==> src/rtl/uart_pkg.sv <==
// uart_pkg
// Shared definitions for the UART transmit path (and, later, the receive side).
//   - UART_BYTE_WIDTH : width of one UART character
//   - uart_byte_t     : one UART character
//   - DRAIN_*         : encodings of the FIFO drain state machine in uart_tx_fifo.
//                       They are plain constants so existing code can compare
//                       against the raw 2-bit values.
package uart_pkg;

    localparam int UART_BYTE_WIDTH = 8;

    typedef logic [UART_BYTE_WIDTH-1:0] uart_byte_t;

    localparam logic [1:0] DRAIN_IDLE = 2'd0;
    localparam logic [1:0] DRAIN_SEND = 2'd1;
    localparam logic [1:0] DRAIN_WAIT = 2'd2;

endpackage

==> src/rtl/uart_tx_fifo_if.sv <==
// uart_tx_fifo_if
// Bundles the CPU write path and the uart_tx handshake of uart_tx_fifo.
//   wr_data   : byte to enqueue
//   wr_strobe : one-cycle pulse per byte to enqueue
//   ovf_clear : clears the sticky overflow flag
//   full      : FIFO holds 2**DEPTH_LOG2 bytes
//   empty     : FIFO holds no bytes
//   count     : bytes queued, excluding the byte already handed to uart_tx
//   overflow  : sticky, a write arrived while full
//   tx_data   : byte presented to uart_tx
//   tx_strobe : one-cycle start pulse to uart_tx
//   tx_busy   : busy flag from uart_tx
// Modports:
//   master : the surrounding system (CPU side plus uart_tx)
//   slave  : uart_tx_fifo itself
interface uart_tx_fifo_if #(
    parameter int DEPTH_LOG2 = 4
);
    import uart_pkg::*;

    uart_byte_t            wr_data;
    logic                  wr_strobe;
    logic                  ovf_clear;
    logic                  full;
    logic                  empty;
    logic [DEPTH_LOG2:0]   count;
    logic                  overflow;
    uart_byte_t            tx_data;
    logic                  tx_strobe;
    logic                  tx_busy;

    modport master (
        output wr_data,
        output wr_strobe,
        output ovf_clear,
        output tx_busy,
        input  full,
        input  empty,
        input  count,
        input  overflow,
        input  tx_data,
        input  tx_strobe
    );

    modport slave (
        input  wr_data,
        input  wr_strobe,
        input  ovf_clear,
        input  tx_busy,
        output full,
        output empty,
        output count,
        output overflow,
        output tx_data,
        output tx_strobe
    );

endinterface

==> src/rtl/sync_fifo.sv <==
// sync_fifo
// Single-clock FIFO with an explicit occupancy counter. Kept generic so the
// receive side can reuse it.
//   clk       : clock
//   rst_n     : synchronous active-low reset (pointers and count only)
//   push      : enqueue push_data; ignored when full unless a pop happens too
//   push_data : data to enqueue
//   pop       : dequeue head entry; ignored when empty
//   pop_data  : current head entry (valid while !empty)
//   full      : 2**DEPTH_LOG2 entries held
//   empty     : no entries held
//   count     : number of entries held
module sync_fifo import uart_pkg::*; #(
    parameter int DEPTH_LOG2 = 4,
    parameter int WIDTH      = UART_BYTE_WIDTH
) (
    input  logic                  clk,
    input  logic                  rst_n,
    input  logic                  push,
    input  logic [WIDTH-1:0]      push_data,
    input  logic                  pop,
    output logic [WIDTH-1:0]      pop_data,
    output logic                  full,
    output logic                  empty,
    output logic [DEPTH_LOG2:0]   count
);

    localparam int DEPTH = 1 << DEPTH_LOG2;
    localparam logic [DEPTH_LOG2:0] FULL_COUNT = {1'b1, {DEPTH_LOG2{1'b0}}};

    logic [WIDTH-1:0]        mem [DEPTH];
    logic [DEPTH_LOG2-1:0]   wr_ptr;
    logic [DEPTH_LOG2-1:0]   rd_ptr;
    logic [DEPTH_LOG2:0]     level;
    logic                    do_push;
    logic                    do_pop;

    // A pop in the same cycle frees a slot, so a push into a full FIFO is
    // still accepted when it coincides with a pop.
    assign do_pop  = pop && !empty;
    assign do_push = push && (!full || do_pop);

    // Storage needs no reset; the pointers define what is valid.
    always_ff @(posedge clk) begin
        if (rst_n && do_push) begin
            mem[wr_ptr] <= push_data;
        end
    end

    // Pointers wrap naturally at DEPTH; level disambiguates full from empty.
    always_ff @(posedge clk) begin
        if (!rst_n) begin
            wr_ptr <= '0;
            rd_ptr <= '0;
            level  <= '0;
        end else begin
            if (do_push) begin
                wr_ptr <= wr_ptr + 1'b1;
            end
            if (do_pop) begin
                rd_ptr <= rd_ptr + 1'b1;
            end
            case ({do_push, do_pop})
                2'b10:   level <= level + 1'b1;
                2'b01:   level <= level - 1'b1;
                default: level <= level;
            endcase
        end
    end

    assign pop_data = mem[rd_ptr];
    assign count    = level;
    assign full     = (level == FULL_COUNT);
    assign empty    = (level == '0);

endmodule

==> src/rtl/uart_tx_fifo.sv <==
// uart_tx_fifo
// Byte queue between the CPU write path and uart_tx. Software can burst-write
// a string; a small drain state machine feeds the bytes to uart_tx one at a
// time using its data/strobe/busy handshake.
//   i_clk     : system clock
//   i_rst_n   : synchronous active-low reset
//   bus       : uart_tx_fifo_if.slave (write path, status, uart_tx handshake)
// Parameter DEPTH_LOG2 (1..8) sets the queue depth to 2**DEPTH_LOG2 bytes and
// must match the DEPTH_LOG2 of the connected interface.
module uart_tx_fifo import uart_pkg::*; #(
    parameter int DEPTH_LOG2 = 4
) (
    input  logic              i_clk,
    input  logic              i_rst_n,
    uart_tx_fifo_if.slave     bus
);

    logic [1:0]            state;
    logic                  pop;
    uart_byte_t            head;
    logic                  fifo_full;
    logic                  fifo_empty;
    logic [DEPTH_LOG2:0]   fifo_count;
    logic                  overflow_q;
    logic                  tx_strobe_q;
    uart_byte_t            tx_data_q;

    // empty is registered, so a byte written this cycle is only eligible for
    // popping from the next cycle on.
    assign pop = (state == DRAIN_IDLE) && !fifo_empty && !bus.tx_busy;

    sync_fifo #(
        .DEPTH_LOG2 (DEPTH_LOG2),
        .WIDTH      (UART_BYTE_WIDTH)
    ) fifo (
        .clk        (i_clk),
        .rst_n      (i_rst_n),
        .push       (bus.wr_strobe),
        .push_data  (bus.wr_data),
        .pop        (pop),
        .pop_data   (head),
        .full       (fifo_full),
        .empty      (fifo_empty),
        .count      (fifo_count)
    );

    // A write is only lost when the FIFO is full and no pop frees a slot.
    // Setting wins over clearing so a drop is never hidden by a clear.
    always_ff @(posedge i_clk) begin
        if (!i_rst_n) begin
            overflow_q <= 1'b0;
        end else if (bus.wr_strobe && fifo_full && !pop) begin
            overflow_q <= 1'b1;
        end else if (bus.ovf_clear) begin
            overflow_q <= 1'b0;
        end
    end

    // SEND covers the cycle where uart_tx has sampled the strobe but has not
    // yet raised busy; WAIT then holds until busy falls. After a reset the
    // machine still waits for busy low in IDLE, because uart_tx is not reset
    // and may be finishing a byte.
    always_ff @(posedge i_clk) begin
        if (!i_rst_n) begin
            state       <= DRAIN_IDLE;
            tx_strobe_q <= 1'b0;
            tx_data_q   <= '0;
        end else begin
            case (state)
                DRAIN_IDLE: begin
                    if (pop) begin
                        tx_data_q   <= head;
                        tx_strobe_q <= 1'b1;
                        state       <= DRAIN_SEND;
                    end
                end
                DRAIN_SEND: begin
                    tx_strobe_q <= 1'b0;
                    state       <= DRAIN_WAIT;
                end
                DRAIN_WAIT: begin
                    if (!bus.tx_busy) begin
                        state <= DRAIN_IDLE;
                    end
                end
                default: begin
                    tx_strobe_q <= 1'b0;
                    state       <= DRAIN_IDLE;
                end
            endcase
        end
    end

    assign bus.full      = fifo_full;
    assign bus.empty     = fifo_empty;
    assign bus.count     = fifo_count;
    assign bus.overflow  = overflow_q;
    assign bus.tx_data   = tx_data_q;
    assign bus.tx_strobe = tx_strobe_q;

endmodule
==> src/flat_wrapper.sv <==
// flat-port wrapper written by rule: the top's interface ports become plain ports
module uart_tx_fifo_flat import uart_pkg::*;
#(
    parameter int DEPTH_LOG2 = 4
)
  (i_clk, i_rst_n, bus_wr_data, bus_wr_strobe, bus_ovf_clear, bus_tx_busy, bus_full, bus_empty, bus_count, bus_overflow, bus_tx_data, bus_tx_strobe);
  uart_tx_fifo_if #(.DEPTH_LOG2(DEPTH_LOG2)) bus_i ();
  input  logic i_clk;
  input  logic i_rst_n;
  input wire logic [$bits(bus_i.wr_data)-1:0] bus_wr_data;
  input wire logic [$bits(bus_i.wr_strobe)-1:0] bus_wr_strobe;
  input wire logic [$bits(bus_i.ovf_clear)-1:0] bus_ovf_clear;
  input wire logic [$bits(bus_i.tx_busy)-1:0] bus_tx_busy;
  output wire logic [$bits(bus_i.full)-1:0] bus_full;
  output wire logic [$bits(bus_i.empty)-1:0] bus_empty;
  output wire logic [$bits(bus_i.count)-1:0] bus_count;
  output wire logic [$bits(bus_i.overflow)-1:0] bus_overflow;
  output wire logic [$bits(bus_i.tx_data)-1:0] bus_tx_data;
  output wire logic [$bits(bus_i.tx_strobe)-1:0] bus_tx_strobe;
  assign bus_i.wr_data = bus_wr_data;
  assign bus_i.wr_strobe = bus_wr_strobe;
  assign bus_i.ovf_clear = bus_ovf_clear;
  assign bus_i.tx_busy = bus_tx_busy;
  assign bus_full = bus_i.full;
  assign bus_empty = bus_i.empty;
  assign bus_count = bus_i.count;
  assign bus_overflow = bus_i.overflow;
  assign bus_tx_data = bus_i.tx_data;
  assign bus_tx_strobe = bus_i.tx_strobe;
  uart_tx_fifo #(.DEPTH_LOG2(DEPTH_LOG2)) u_core (.i_clk(i_clk), .i_rst_n(i_rst_n), .bus(bus_i));
endmodule
==> config.mk <==
export PLATFORM = sky130hd
export DESIGN_NAME = uart_tx_fifo_flat
export DESIGN_NICKNAME = d
export VERILOG_FILES = /design/src/rtl/uart_pkg.sv /design/src/rtl/uart_tx_fifo_if.sv /design/src/rtl/sync_fifo.sv /design/src/rtl/uart_tx_fifo.sv /design/src/flat_wrapper.sv
export SDC_FILE = /design/constraint.sdc
export NUM_CORES = 1
export LEC_CHECK = 0
export CAP_MARGIN = 20
export CORE_MARGIN = 2
export CORE_UTILIZATION = 30
export DETAILED_ROUTE_END_ITERATION = 10
export PLACE_DENSITY = 0.45
export SYNTH_ARGS = -nofsm -noshare
export SYNTH_HDL_FRONTEND = slang
export SYNTH_SLANG_ARGS = --single-unit
==> constraint.sdc <==
create_clock -name i_clk -period 2.8 [get_ports i_clk]
set_clock_uncertainty 0.1 [all_clocks]
set_input_delay 0.56 -clock i_clk [delete_from_list [all_inputs] [get_ports i_clk]]
set_output_delay 0.56 -clock i_clk [all_outputs]
set_load 0.02 [all_outputs]
==> results of run 1 <==
[area by class of cell]
type	instances	area, um^2	share of cell area [%]
sequential	153	4350	57.3
clock buffer	20	447	5.89
multi-input combinational	231	1740	23.0
clock inverter	12	125	1.65
tap	270	338	4.45
inverter	10	37.5	0.495
timing repair buffer	62	548	7.22
[critical path, delay by kind of cell (launching register included)]
family / cells / cell delay [ns]
flops: 1 / 0.40
buf+inv: 3 / 0.63
simple gates: 2 / 0.50
[layer usage]
metal / wire length, um / global-route usage (%)
met1: 6720 / 18.9
met2: 6840 / 21.4
met3: 566 / 2.87
met4: 146 / 4.86
met5: 0 / 0
[cell usage after synthesis (4+ instances only)]
cell      instances  share of area, %
edfxtp_1        128                62
mux2i_1          70                11
o22ai_1          32               3.2
nor2_1           28               1.7
dfxtp_1          25               8.0
a21oi_1          16               1.3
nand2_1          13              0.78
inv_1            10              0.60
clkbuf_1          9              0.54
o21ai_0           9              0.72
ha_1              8               1.6
nor4_1            8              0.80
buf_2             7              0.56
nand3_1           7              0.56
nand3_2           4              0.64
[worst max path at each step]
stage,end,slack (ns),cells after the start
floorplan,u_core.fifo.count[4]$_SDFFE_PN0P_,0.09,8
finish,bus_full,0.21,5
global route,bus_full,0.07,5
global placement,u_core.fifo.count[4]$_SDFFE_PN0P_,-0.06,8
CTS,bus_empty,0.12,3
detailed placement,u_core.fifo.count[4]$_SDFFE_PN0P_,-0.1,8
[power by group]
part	switching, uW	total (uW)	leakage (uW)	internal, uW
clock network	869	2200	0.000278	1330
registers	134	2720	0.00136	2590
logic	667	1190	0.000785	523
[cells by family (layout without fill, tap and decap cells)]
family	after synthesis	in the layout
AOI/OAI and AO/OA	70	70
xor gates and xnor gates	5	5
adders and majority gates	9	9
buffers and inverters	30	104
DFF	153	153
muxes	70	70
and+or+nand+nor	77	77
[registers in the layout, summed over array words and instances, names as in the netlist]
register and flops:
u_core.fifo.rd_ptr 4, u_core.bus.tx_data 8, u_core.bus.tx_strobe 1, u_core.fifo.wr_ptr 4, u_core.state 2, u_core.fifo.count 5, u_core.bus.overflow 1, u_core.fifo.mem 128
[metrics by stage]
| stage | instance area [um^2] | setup TNS [ns] | hold WS, ns | cells |
|---|---|---|---|---|
| after floorplan | 6220 | 0 | 0.373 | 414 |
| after global placement | 7010 | -0.0638 | 0.380 | 726 |
| after detailed placement | 7010 | -0.143 | 0.390 | 726 |
| after CTS | 7580 | 0 | 0.402 | 758 |
| after global routing | 7590 | 0 | 0.448 | 758 |
| final | 7590 | 0 | 0.407 | 758 |
[repair_timing]
item                       4_1_cts  5_1_grt
resized for setup                2        1
hold endpoints to repair         0        0
setup endpoints to repair        2        1
cloned                           0        0
==> run_results.csv, run 1 <==
group,metric,value,unit
pwr,power.density,806,nW/um^2
global_routing,grt_max_degree,39,
placement,io_buffers,29,
hold_path,worstHoldStart,"u_core.bus.overflow$_SDFFE_PN0P_",
layout,drive_gt1_share,15.0,%
synth,syn-cell-area,6220,um^2
sta,rsz0062_at_grt,"false",
synth,synth-xor-area-share,0.704,%
synth,synth_compound_area_share,7.46,%
sta,setup_viol,0,
global_routing,grt-ovfl-total,0,
layout,nets,497,
synth,synth_nets,436,
synth,seq_area_frac_synth,69.8,%
clock_network,cts_tree,"built",
worst_setup_path,worstPathArrival,1.93,ns
layout,nFillCells,1945,
synth,synth_simple_gate_area_share,6.60,%
hold_path,worstHoldPathType,"flop to flop",
synth,syn_area_per_cell,15.0,um^2
synth,synth_edf_count,128,
sta,min_period_over_period,92.5,%
synth,yosysWarnings,0,
sta,slew_headroom,51.4,%
placement,post-dp-hpwl,9450,um
worst_setup_path,required,2.14,ns
hold_path,hold_depth,2,
global_routing,grt_pass1_vias,3605,
layout,areaGrowthSynthToFinish,22.0,%
worst_setup_path,cp-startpoint,"u_core.fifo.count[0]$_SDFFE_PN0P_",
synth,synthCells,414,
synth,synth_ff_type,"edfxtp_1",
clock_network,htree_levels,4,
global_routing,antenna_found_initial,0,
worst_setup_path,r2r-end,"u_core.fifo.count[4]$_SDFFE_PN0P_",
worst_setup_path,critPathMaxStageDelay,0.40,ns
worst_setup_path,worst-setup-path-type,"flop to primary output",
drt,drc,0,
sta,fmax,386,MHz
clock_network,cts-root-buf,"clkbuf_16",
floorplanning,die_h,148,um
clock_network,cts.path.max_buffers,2,
drt,via_count,3557,
worst_setup_path,reg2regPathDepth,9,
placement,routabilityCongestion,0.795,
layout,final_common_cell,"edfxtp_1",
worst_setup_path,crit_path_max_fanout,7,
sta,hold_violations,0,
synth,ys_seq_elements,153,
synth,synth_top_family_by_area,"multiplexers",
placement,place_worst_setup_slack,-0.0973,ns
floorplanning,core-area,20300,um^2
layout,final_cell_mix,"128 x edfxtp_1, 70 x mux2i_1, 32 x o22ai_1, 32 x buf_4, 28 x nor2_1",
floorplanning,die_area,21900,um^2
layout,finish.utilization,37.4,%
drt,drt-wirelength-per-cell,18.8,um
sta,fin_crit,2.59,ns
pwr,leakagePower,0.00242,uW
drt,antenna_left,0,
sta,fin_ws,0.209,ns
sta,worst_pin_slew,0.726,ns
global_routing,grtUsageTotal,13.7,%
floorplanning,row_count,52,
hold_path,hold_end,"u_core.bus.overflow$_SDFFE_PN0P_",
layout,antennaDiodeCount,0,
global_routing,grt_pass1_wl,21700,um
worst_setup_path,r2r_slack,0.34,ns
clock_network,cts_sinks,153,
worst_setup_path,critPathCaptureType,"primary output",
drt,viasPerCell,4.69,
flow_run,max_cap_viol_count,0,
drt,drt_iter0_markers,253,
clock_network,insertion_delay,0.42,ns
worst_setup_path,start_kind,"flop",
clock_network,holdBufCountCts,0,
clock_network,clkTransAtPathRegs,0.06,ns
synth,synthMuxAreaShare,11.3,%
clock_network,cts_made_buffers,17,
pwr,peakVddDrop,0.432,mV
synth,yosysUniqueCellTypes,40,
worst_setup_path,cp_slowest_cell,"dfxtp_1",
status,outcome,"finished, final reports clean",
floorplanning,start_util,30.6,%
pwr,total_power,6110,uW
floorplanning,boundaryPins,30,
sta,maxSlewViolCount,0,
synth,synthAdderAreaFrac,1.93,%
clock_network,post_cts_buffers,0,
synth,synthArstFlopShare,0,%
floorplanning,die_w,148,um
worst_setup_path,r2r-start,"u_core.fifo.count[0]$_SDFFE_PN0P_",
worst_setup_path,worstPathCellList,"nor4_4 > buf_4 > nand2_1 > inv_1 > dlygate4sd2_1",
drt,dr.pass1.iters,4,
drt,routed_wl,14300,um
No activity file was read; power rests on OpenSTA's default activity.
==> run 2: changes to the inputs <==
Settings changed: CORE_UTILIZATION 30 to 54, MAX_ROUTING_LAYER set to met4, PLACE_DENSITY 0.45 to 0.73.
Clock period 2.8 ns to 2.1 ns, I/O delays scaled along.
==> run_results.csv, run 2 (synthesis results as in run 1) <==
group,metric,value,unit
status,outcome,"finished with violations",
status,violations,"setup timing",
flow_run,max_cap_viol_count,0,
worst_setup_path,required,1.58,ns
worst_setup_path,path_buf_inv,3,
layout,drive_gt1_share,27.0,%
hold_path,worstHoldPathType,"flop to flop",
global_routing,antenna_found_initial,0,
global_routing,grt_pass1_vias,3928,
floorplanning,die_h,111,um
worst_setup_path,worst-setup-path-type,"flop to primary output",
sta,fin_ws,-0.232,ns
placement,place_area,7220,um^2
worst_setup_path,critPathMaxStageDelay,0.53,ns
floorplanning,die_area,12400,um^2
layout,antennaDiodeCount,0,
global_routing,grtUsageMet2,38.6,%
placement,io_buffers,29,
sta,worst_pin_slew,0.704,ns
worst_setup_path,critPathCaptureType,"primary output",
clock_network,cts-root-buf,"clkbuf_16",
floorplanning,row_count,39,
clock_network,clkTransAtPathRegs,0.06,ns
clock_network,cts_tree,"built",
global_routing,grtUsageTotal,24.8,%
global_routing,grt_busiest_layer,"met2",
layout,largest_register,"u_core.fifo.mem",
drt,antenna_left,0,
worst_setup_path,crit_path_max_fanout,3,
worst_setup_path,start_kind,"flop",
floorplanning,start_util,54.9,%
drt,drt-wirelength-per-cell,20.9,um
drt,routed_wl,13900,um
clock_network,cts_sinks,153,
sta,hold_violations,0,
hold_path,hold_depth,2,
sta,rsz0062_at_grt,"true",
global_routing,grt_pass1_wl,21900,um
worst_setup_path,reg2regPathDepth,7,
clock_network,htree_levels,4,
worst_setup_path,cp_slowest_cell,"or4_4",
worst_setup_path,critical-path-top-delay-family,"simple AND/OR/NAND/NOR gates",
clock_network,cts_made_buffers,17,
drt,viasPerCell,5.82,
sta,maxSlewViolCount,0,
pwr,power.density,1120,nW/um^2
layout,final_common_cell,"edfxtp_1",
layout,final_cells,665,
clock_network,holdBufCountCts,0,
global_routing,use_met1,31.6,%
worst_setup_path,worstPathArrival,1.81,ns
global_routing,grt_max_degree,17,
sta,slew_headroom,52.9,%
floorplanning,die_w,111,um
sta,min_period_over_period,111,%
layout,largest_register_ffs,128,
global_routing,grtUsageMet3,6.56,%
drt,drc,0,
worst_setup_path,cpMostUsedCell,"buf_6",
worst_setup_path,worstPathCellList,"buf_4 > buf_6 > or4_4 > nor2_4 > buf_6",
placement,dp_cells,621,
layout,areaGrowthSynthToFinish,29.3,%
sta,setup_viol,4,
layout,final_cell_mix,"128 x edfxtp_1, 70 x mux2i_1, 56 x buf_4",
pwr,leakagePower,0.00268,uW
placement,post-dp-hpwl,9440,um
drt,dr.pass1.iters,4,
sta,fin_crit,2.33,ns
placement,routabilityCongestion,0.868,
floorplanning,boundaryPins,30,
drt,via_count,3869,
floorplanning,core-area,11300,um^2
drt,drt_iter0_markers,227,
clock_network,cts.path.max_buffers,2,
clock_network,insertion_delay,0.42,ns
pwr,peakVddDrop,0.693,mV
global_routing,grt-ovfl-total,0,
pwr,total_power,8980,uW
layout,design_area,8040,um^2
layout,nets,531,
worst_setup_path,cp.depth,5,
sta,fmax,429,MHz
[run 2: cell count changes in the layout (fill, tap and decap cells not counted), sizes merged]
cell	before	now
clkinvlp	2	1
buf	33	69
clkbuf	20	19
clkdlybuf4s50	27	22
clkinv	6	8
dlygate4sd2	2	3
bufinv	2	4
dlymetal6s2s	0	2
inv	12	10
[run 2: repair_timing]
item,in CTS,in global routing
endpoints found under the setup margin,134,136
resized for setup,21,21
setup buffers,6,7
pin swaps,16,11
cloned,0,0
[run 2: worst min-delay path, delay by kind of cell (launching register included)]
| kind | cells | cell delay [ns] |
|---|---|---|
| compound gates | 1 | 0.06 |
| flops | 1 | 0.33 |
| simple gates | 1 | 0.07 |
[run 2: cell type report]
type | instances | area [um^2]
flip-flops and latches | 153 | 4360
clock buffers | 19 | 433
repair buffers | 96 | 891
fillers | 739 | 3280
inverters | 10 | 37.5
clock inverters | 13 | 178
multi-input cells | 231 | 1970
well taps | 143 | 179
[run 2: final timing paths]
| check | from | to | slack [ns] |
|---|---|---|---|
| worst min register to register | u_core.bus.overflow$_SDFFE_PN0P_ | u_core.bus.overflow$_SDFFE_PN0P_ | 0.39 |
| worst min-delay path | u_core.bus.overflow$_SDFFE_PN0P_ | u_core.bus.overflow$_SDFFE_PN0P_ | 0.39 |
| worst max register to register | u_core.state[1]$_SDFFE_PN0P_ | u_core.fifo.count[4]$_SDFFE_PN0P_ | -0.18 |
| worst max-delay path | u_core.fifo.count[3]$_SDFFE_PN0P_ | bus_empty | -0.23 |
[run 2: where the power goes]
part           switching [uW]  internal (uW)  total [uW]  leakage, uW
clock network            1150           1980        3120     0.000298
registers                 134           3460        3600      0.00136
logic                    1140           1120        2260      0.00102
total                    2420           6560        8980      0.00268
[run 2: per-layer routing]
layer | vias to the layer above | wire, um | share of wire, %
li1 | 1799 | - | -
met2 | 116 | 7050 | 51
met1 | 1927 | 5780 | 42
met3 | 27 | 798 | 5.7
met4 | 0 | 277 | 2.0
met5 | - | 0 | 0
[run 2: through the flow]
step,setup slack (ns),TNS [ns],utilization (%),hold slack (ns)
after floorplan,-0.289,-4.26,-,0.373
after global placement,-0.603,-66.65,63.7,0.370
after detailed placement,-0.682,-69.42,63.7,0.385
after CTS,-0.220,-0.458,70.1,0.396
after global routing,-0.267,-1.18,71.0,0.431
final,-0.232,-0.567,71.0,0.392
==> run 3: changes to the inputs <==
--- a/constraint.sdc
+++ b/constraint.sdc
@@ -4,2 +4,2 @@
 set_output_delay 0.42 -clock i_clk [all_outputs]
-set_load 0.02 [all_outputs]
+set_load 0.1 [all_outputs]
==> run_results.csv, run 3 (synthesis results as in run 1) <==
group,metric,value,unit
status,outcome,"finished with violations",
status,violations,"setup timing",
global_routing,grt_pass1_wl,21800,um
sta,hold_violations,0,
worst_setup_path,cp_slowest_cell,"or3_4",
worst_setup_path,critPathCaptureType,"flop",
clock_network,insertion_delay,0.41,ns
placement,io_buffers,29,
global_routing,antenna_found_initial,0,
sta,worst_pin_slew,0.704,ns
clock_network,cts_sinks,153,
clock_network,cts_tree,"built",
clock_network,cts-root-buf,"clkbuf_16",
worst_setup_path,required,2.33,ns
floorplanning,row_count,39,
layout,nFillCells,704,
sta,slew_headroom,52.9,%
global_routing,grt_busiest_layer,"met2",
layout,multi_input_area,1990,um^2
worst_setup_path,path_buf_inv,1,
layout,areaGrowthSynthToFinish,29.9,%
worst_setup_path,crit_path_max_fanout,3,
layout,nets,522,
clock_network,holdBufCountCts,0,
global_routing,grtUsageMet3,5.52,%
drt,drt-wirelength-per-cell,21.2,um
floorplanning,core-area,11300,um^2
worst_setup_path,worstPathArrival,2.56,ns
sta,min_period_over_period,111,%
placement,post-dp-hpwl,8980,um
drt,antenna_left,0,
floorplanning,boundaryPins,30,
hold_path,worstHoldPathType,"input pin to flop",
layout,drive_gt1_share,29.4,%
drt,routed_wl,13900,um
pwr,leakagePower,0.00263,uW
global_routing,grt_max_degree,18,
clock_network,cts.path.max_buffers,2,
sta,fin_crit,2.34,ns
floorplanning,start_util,54.9,%
pwr,total_power,9620,uW
placement,routabilityCongestion,0.882,
layout,antennaDiodeCount,0,
drt,drt_iter0_markers,373,
clock_network,htree_levels,4,
drt,via_count,3815,
worst_setup_path,worst-setup-path-type,"flop to flop",
drt,dr.pass1.iters,5,
floorplanning,die_w,111,um
layout,finish.utilization,71.4,%
worst_setup_path,start_kind,"flop",
layout,regArea,4370,um^2
worst_setup_path,worstPathCellList,"or3_4 > a211oi_4 > buf_12 > ha_4 > a21oi_4 > nand2_1 > or4_1 > a31oi_1",
worst_setup_path,critPathMaxStageDelay,0.42,ns
clock_network,clkTransAtPathRegs,0.06,ns
floorplanning,die_h,111,um
sta,maxSlewViolCount,0,
drt,drc,0,
placement,place_worst_setup_slack,-0.704,ns
sta,hold_slack,0.379,ns
global_routing,grt-ovfl-total,0,
sta,rsz0062_at_grt,"true",
layout,largest_register,"u_core.fifo.mem",
sta,setup_viol,129,
worst_setup_path,critical-path-top-delay-family,"simple AND/OR/NAND/NOR gates",
sta,fin_ws,-0.236,ns
clock_network,cts_made_buffers,17,
global_routing,grtUsageTotal,24.1,%
layout,final_cell_mix,"128 x edfxtp_1, 70 x mux2i_1, 46 x buf_4",
global_routing,grtUsageMet2,38.5,%
sta,fmax,428,MHz
pwr,peakVddDrop,0.879,mV
drt,viasPerCell,5.82,
layout,largest_register_ffs,128,
layout,final_common_cell,"edfxtp_1",
floorplanning,die_area,12400,um^2
pwr,power.density,1190,nW/um^2
flow_run,max_cap_viol_count,0,
global_routing,use_met1,31.5,%
global_routing,grt_pass1_vias,3922,
==> run 3: timing repair <==
item                       in CTS  in global routing
setup buffers                   7                  5
pin swaps                      22                  9
gates resized for setup        37                 10
setup endpoints to repair     134                138
hold endpoints to repair        0                  0
==> run 3: layout make-up <==
class / count / share of cell area, %
Sequential cell: 153 / 54.1
Multi-Input combinational cell: 231 / 24.7
Timing Repair Buffer: 87 / 11.4
Clock buffer: 18 / 5.31
Tap cell: 143 / 2.21
Clock inverter: 14 / 1.83
Inverter: 10 / 0.511
==> run 3: where the power goes <==
part | total, uW | internal [uW] | leakage (uW) | switching (uW)
Clock | 2940 | 1760 | 0.000278 | 1180
Combinational | 3090 | 1130 | 0.000988 | 1970
Sequential | 3590 | 3470 | 0.00136 | 117
==> run 3: per-stage QoR <==
step	cell area [um^2]	cells	TNS, ns
final	8080	656	-4.21
after global routing	8080	656	-10.76
after CTS	7990	653	-5.68
after detailed placement	7200	615	-73.19
after global placement	7200	615	-67.30
after floorplan	6340	414	-1.12
==> run 3: tightest hold or removal path: stages <==
cell	delay, ns
dlygate4sd2_1	0.27
nand3_1	0.09
a21oi_1	0.06
==> run 3: worst paths after layout <==
kind / to / cells past startpoint / startpoint / slack [ns]
max: u_core.fifo.count[4]$_SDFFE_PN0P_ / 8 / u_core.state[1]$_SDFFE_PN0P_ / -0.24
min: u_core.state[1]$_SDFFE_PN0P_ / 3 / bus_tx_busy / 0.38
max reg2reg: u_core.fifo.count[4]$_SDFFE_PN0P_ / 8 / u_core.state[1]$_SDFFE_PN0P_ / -0.24
min reg2reg: u_core.bus.tx_strobe$_SDFFE_PN0P_ / 2 / u_core.bus.tx_strobe$_SDFFE_PN0P_ / 0.40
==> run 3: routing by layer <==
metal	part of all wire, %	vias up
met4	1.7	0
li1	-	1785
met3	5.8	21
met2	49	127
met5	0	-
met1	43	1882
